### src/rtl/seq_chunk_comparator.sv
// seq_chunk_comparator: multi-cycle MSB-first magnitude compare of two N-bit operands, CHUNK bits per clock.
// Ports:
//   clk, rst_n         clock, asynchronous active-low reset
//   start              request a compare (captures a, b, signed_mode when idle)
//   signed_mode        1 = two's-complement ordering
//   a, b               operands
//   busy               compare in progress
//   done               one-cycle pulse when lesser/greater/equal update
//   lesser/greater/equal  registered result of the most recent compare
module seq_chunk_comparator #(
  parameter int N          = 8,
  parameter int CHUNK      = 2,
  parameter int EARLY_EXIT = 1
) (
  input  logic         clk,
  input  logic         rst_n,
  input  logic         start,
  input  logic         signed_mode,
  input  logic [N-1:0] a,
  input  logic [N-1:0] b,
  output logic         busy,
  output logic         done,
  output logic         lesser,
  output logic         greater,
  output logic         equal
);
  localparam int NCHUNK = N / CHUNK;
  localparam int IW     = NCHUNK > 1 ? $clog2(NCHUNK) : 1;
  typedef enum logic {IDLE, COMPARE} state_t;
  state_t         state, state_n;
  logic [N-1:0]   ra, rb, ra_n, rb_n, msb;
  logic [IW-1:0]  idx, idx_n;
  logic           found, found_n, dir, dir_n, done_n;
  logic [2:0]     res, res_n;
  logic [CHUNK-1:0] ca, cb;
  logic           neq, gt, fd, fg;
  // Flipping the sign bit maps two's-complement order onto unsigned order.
  assign msb = {signed_mode, {(N-1){1'b0}}};
  // Operands shift left each cycle, so the chunk under test is always at the top.
  assign ca  = ra[N-1 -: CHUNK];
  assign cb  = rb[N-1 -: CHUNK];
  assign neq = ca != cb;
  assign gt  = ca > cb;
  // The first recorded difference is sticky; later chunks cannot change it.
  assign fd  = found | neq;
  assign fg  = found ? dir : gt;
  always_comb begin
    state_n = state;
    ra_n    = ra;
    rb_n    = rb;
    idx_n   = idx;
    found_n = found;
    dir_n   = dir;
    res_n   = res;
    done_n  = 1'b0;
    if (state == IDLE) begin
      if (start) begin
        ra_n    = a ^ msb;
        rb_n    = b ^ msb;
        idx_n   = IW'(NCHUNK - 1);
        found_n = 1'b0;
        dir_n   = 1'b0;
        state_n = COMPARE;
      end
    end else begin
      ra_n    = ra << CHUNK;
      rb_n    = rb << CHUNK;
      idx_n   = idx - IW'(1);
      found_n = fd;
      dir_n   = fg;
      if ((EARLY_EXIT != 0 && neq) || idx == '0) begin
        res_n   = fd ? (fg ? 3'b010 : 3'b100) : 3'b001;
        done_n  = 1'b1;
        state_n = IDLE;
      end
    end
  end
  always_ff @(posedge clk or negedge rst_n) begin
    if (!rst_n) begin
      state <= IDLE;
      ra    <= '0;
      rb    <= '0;
      idx   <= '0;
      found <= 1'b0;
      dir   <= 1'b0;
      res   <= 3'b000;
      done  <= 1'b0;
    end else begin
      state <= state_n;
      ra    <= ra_n;
      rb    <= rb_n;
      idx   <= idx_n;
      found <= found_n;
      dir   <= dir_n;
      res   <= res_n;
      done  <= done_n;
    end
  end
  assign busy = state == COMPARE;
  assign {lesser, greater, equal} = res;
endmodule

### config.mk
export PLATFORM = sky130hd
export DESIGN_NAME = seq_chunk_comparator
export DESIGN_NICKNAME = d
export VERILOG_FILES = /design/src/rtl/seq_chunk_comparator.sv
export SDC_FILE = /design/constraint.sdc
export NUM_CORES = 1
export LEC_CHECK = 0
export CORE_UTILIZATION = 44
export CTS_CLUSTER_DIAMETER = 30
export CTS_CLUSTER_SIZE = 30
export DETAILED_ROUTE_END_ITERATION = 6
export PLACE_DENSITY = 0.75
export SETUP_SLACK_MARGIN = 0.15
export SLEW_MARGIN = 20
export SYNTH_ARGS = -nofsm -noshare
export SYNTH_HDL_FRONTEND = slang
export SYNTH_SLANG_ARGS = --single-unit
### constraint.sdc
create_clock -name clk -period 1.4 [get_ports clk]
set_clock_uncertainty 0.05 [all_clocks]
set_input_delay 0.14 -clock clk [delete_from_list [all_inputs] [get_ports clk]]
set_output_delay 0.14 -clock clk [all_outputs]
set_load 0.005 [all_outputs]
Word-level counts from Yosys, hierarchy flattened --
Index checks and enable logic that the tools add are counted.
Operators by class: add/subtract/negate cells 1, magnitude comparators 1, eq/ne operators 1, muxes and demuxes 17, bitwise operators 3, reductions and logical operators 4
Operators by type and width (count):
- 2-to-1 mux 8 bit | 4
- bitwise XOR 8 bit | 2
- 2-to-1 mux 1 bit | 9
- 2-to-1 mux 3 bit | 2
- 2-to-1 mux 2 bit | 2
- > comparator 2 bit | 1
- logical NOT 2 bit | 1
- inequality test 2 bit | 1
- AND reduction 2 bit | 1
- nonzero test 2 bit | 1
- subtractor 2 x 1 -> 2 bit, second input constant | 1
- logical OR 1 bit | 1
- bitwise OR 1 bit | 1
Storage, ports and cells: register bits after elaboration 25, input port bits 20, output and inout bits 5, word-level logic and storage cells 35

Logic depth before layout (Yosys ltp) --
depth after elaboration 4, depth in mapped cells 5, gate-level depth less buffers 5

Least setup slack after synthesis --
OpenSTA, ideal clock, no wires.
path kind flip-flop to flip-flop, start reg ra[7], end reg res[2], library setup time 0.122 ns, data arrival time 1.135 ns, data required time 1.228 ns, setup slack 0.094 ns, cell stages (with the launch flop) 5, buffers on the path 0, period minus slack after synthesis 1.306 ns, path through dfrtp_1 > ha_1 > nand2_1 > o211ai_2 > a32o_1
On the way: word-level cells in the longest chain between the ends 4, elaborated cells on any way between the ends 8, classes of those cells 1 x order compare; 1 x eq/ne; 3 x mux; 1 x bitwise; 2 x reduce/logical
RTL lines:
- from (decl) | RTL line 31 | logic [N-1:0] ra, rb, ra_n, rb_n, msb;
- from (signal assigned) | RTL line 90 | ra <= ra_n;
- > comparator 2 bit | RTL line 43 | assign gt = ca > cb;
- 2-to-1 mux 1 bit | RTL line 46 | assign fg = found ? dir : gt;
- 2-to-1 mux 3 bit (2 in a row) | RTL line 72 | res_n = fd ? (fg ? 3'b010 : 3'b100) : 3'b001;
- to (signal assigned) | RTL line 95 | res <= res_n;
- to (decl) | RTL line 34 | logic [2:0] res, res_n;
Several ways; a longest one is shown, not always the timed one. A chain may end at the register's enable or synchronous reset.

Worst setup path after layout --
Same ends and word-level chain as after synthesis.

==> reports/qor_table.md <==
| Group | Result | Value |
|:---|:---|:---|
| critical path | Data arrival time of the critical path | 1.51 ns |
| cts | Quantity of hold-fixing buffers added after cts | 0 |
| drt | Drt initial violations | 15 |
| sta | Endpoints failing hold | 0 |
| drt | Total Routed Length | 2.196 mm |
| sta | RSZ-0062 raised after global routing | yes |
| flow run | Max-Cap Viols | 0 |
| floorplanning | Placement Rows | 18 |
| drt | Remaining routing DRC violations | 0 |
| floorplanning | Chip Width | 53.90 um |
| layout | Number of fill cells in the layout | 206 |
| placed design | Placed wire-length estimate after detailed placement | 1.507 mm |
| critical path | Required time of the critical path | 1.56 ns |
| sta | Max_slew headroom | 79.43% |
| drt | Post-route ant nets | 0 |
| critical path | Startpoint-to-endpoint class of the critical path | reg -> reg |
| synth | Count of distinct cell types in the synthesized netlist | 22 |
| sta | Max-slew violation count | 0 |
| global routing | Via count of the first global-routing pass | 824 |
| sta | Transition time of the tightest slew-check pin | 0.3085 ns |
| cts | CTS clock-pin slew for the worst setup and hold paths | 0.13 ns |
| layout | Highest-count cells in the layout ignoring fill and taps | sky130_fd_sc_hd__dfrtp_1, sky130_fd_sc_hd__clkdlybuf4s50_1, sky130_fd_sc_hd__mux2i_1, sky130_fd_sc_hd__o21ai_1, sky130_fd_sc_hd__nand2_1 |
| global routing | Global-route wire length before repair | 3.588 mm |
| floorplanning | Die Y | 53.90 um |
| layout | Non-filler instance count after layout | 173 |
| synth | Synthesized net count | 135 |
| synth | Avg Cell Area, Syn | 10.58 sq um |
| cts | Clock tree buffer depth | 2 |
| sta | Hold WS | 0.1253 ns |
| layout | Share of post-route cells with drive strength above 1 | 14.69% |
| floorplanning | I/O pins | 25 |
| drt | Average wire per standard cell | 12.69 um |
| placed design | Port Buffer Count | 24 |
| cts | Later-pin clock latency in the skew report | 0.30 ns |
| pwr | Leak pwr | 0.7427 nW |
| layout | Area growth from synthesis to final layout | 31.89% |
| placed design | Inst Count DP | 163 |
| sta | Highest achievable clock rate | 0.7418 GHz |
| synth | Post-Syn Area | 1185 sq um |
| synth | YS warnings | 0 |
| drt | Drt first pass iters | 4 |
| cts | Clock net sink count | 25 |
| floorplanning | Effective utilization at floorplan | 47.40% |
| global routing | Overflow after GRT | 0 |
| global routing | Initial antenna violation count | 0 |
| synth | Cells after synthesis | 112 |
| cts | CTS Buf Count | 3 |
| floorplanning | Core Box Area | 2500 sq um |
| drt | Vias post-DR | 902 |
| global routing | GR Util All Layers | 17.16% |
| status | Result of the run | finished clean |
| cts | H-tree Lvls | 1 |
| drt | Number of vias per cell | 5.214 |
| cts | Clock tree from TritonCTS | yes |
| sta | Final setup viols | 0 |
| layout | Total inserted antenna cells | 0 |
| sta | Period utilisation layout | 96.29% |
| pwr | Max rail drop VDD | 999.3 uV |
| critical path | CP startpoint kind | flip-flop |
| global routing | Pin count of the biggest net entering global routing | 36 |
| critical path | Endpoint kind of the worst setup timing path | flip-flop |
| synth | Register bit count reported by yosys | 25 |
| layout | Final standard cell area without fillers | 1563 sq um |
| synth | Register area share after synthesis | 52.80% |
| critical path | CP max FO | 4 |
| pwr | Power Density | 1870 nW/um^2 |
| cts | Root buffer cell | sky130_fd_sc_hd__clkbuf_4 |
| placed design | Final Wtd Congestion | 0.8151 |
| layout | Final net count | 167 |
| min path | Worst hold path type | in -> async |
| layout | Most frequent standard cell in the layout excluding fill and tap cells | sky130_fd_sc_hd__dfrtp_1 |
| placed design | Dpl cell area | 1481 sq um |
| floorplanning | Area of the die | 2905 sq um |
| sta | Min cycle time layout | 1.348 ns |
routing by layer:
layer | share of wire [%] | global-route usage (%)
met1 | 44 | 22.95
met2 | 52 | 28.40
met3 | 4.0 | 3.672
met4 | 0 | 3.509
met5 | 0 | 0
worst max-delay path, stage by stage (launching register included):
cell and delay (ns):
sky130_fd_sc_hd__dfrtp_1 0.43, sky130_fd_sc_hd__ha_4 0.29, sky130_fd_sc_hd__and2b_1 0.15, sky130_fd_sc_hd__o211ai_2 0.10, sky130_fd_sc_hd__a32o_1 0.23
logic make-up after synthesis:
group,after synthesis,synth area share (%)
buffers and inverters,14,6.230
and+or+nand+nor,26,9.293
DFF,25,52.80
xor gates and xnor gates,2,1.479
muxes,16,13.52
AOI/OAI and AO/OA,26,13.52
adders and majority gates,3,3.168
stage by stage:
stage	util [%]	TNS (ns)	setup slack, ns	total power, mW
4_1_cts	61.91	0	0.04263	2.899
3_5_place_dp	59.26	0	0.04346	2.515
6_report	62.51	0	0.05188	2.923
2_1_floorplan	-	0	0.1312	2.103
3_3_place_gp	59.26	0	0.07279	2.451
5_1_grt	62.51	-0.01455	-0.01455	3.189
layout make-up:
cell class                      instances  area (sq um)  share of cell area (%)
Sequential cell                        25         626.9                   40.11
Timing Repair Buffer                   33         326.6                   20.90
Multi-Input combinational cell         73         515.5                   32.99
Clock buffer                            4         26.28                   1.681
Inverter                                8         30.03                   1.922
Tap cell                               30         37.54                   2.402
repair_timing:
| action | 4_1_cts | 5_1_grt |
|---|---|---|
| buffers inserted | 4 | 2 |
| pin swaps | 4 | 0 |
| setup endpoints to repair | 10 | 7 |
| gates resized for setup | 9 | 1 |
synthesized netlist by cell type, drive strengths merged:
cell type / n / area (sq um)
and3b: 1 / 8.760
o21ai: 15 / 75.07
nor2: 5 / 18.77
o2111ai: 2 / 17.52
nand3: 1 / 5.000
a31oi: 2 / 12.51
xor2: 2 / 17.52
a32o: 2 / 21.27
and2b: 1 / 7.510
dfrtp: 25 / 625.6
inv: 8 / 30.03
nor3: 2 / 10.01
o22ai: 1 / 6.260
mux2i: 16 / 160.2
nand2: 16 / 60.06
ha: 3 / 37.54
a21oi: 3 / 15.01
buf: 6 / 43.79
o211ai: 1 / 12.51
sequential cells by signal (all words and copies together), names as in the netlist:
name / count
found: 1
busy: 1
done: 1
res: 3
idx: 2
ra: 8
rb: 8
dir: 1
power breakdown:
part	internal (mW)	total, mW	switching [mW]
combinational	0.690	1.38	0.694
sequential	1.04	1.23	0.197
clock	0.111	0.305	0.194
worst paths after layout:
check	start	to	slack, ns	cells past startpoint
setup / recovery	ra[7]	res[2]	0.05	4
min in group clk	a[1]	ra[1]	0.37	3
hold reg to reg	rb[3]	rb[5]	0.45	2
max in group asynchronous	rst_n	busy	0.92	2
hold / removal	rst_n	found	0.13	2
setup reg to reg	ra[7]	res[2]	0.05	4
Power figures use the tool's default switching activity.
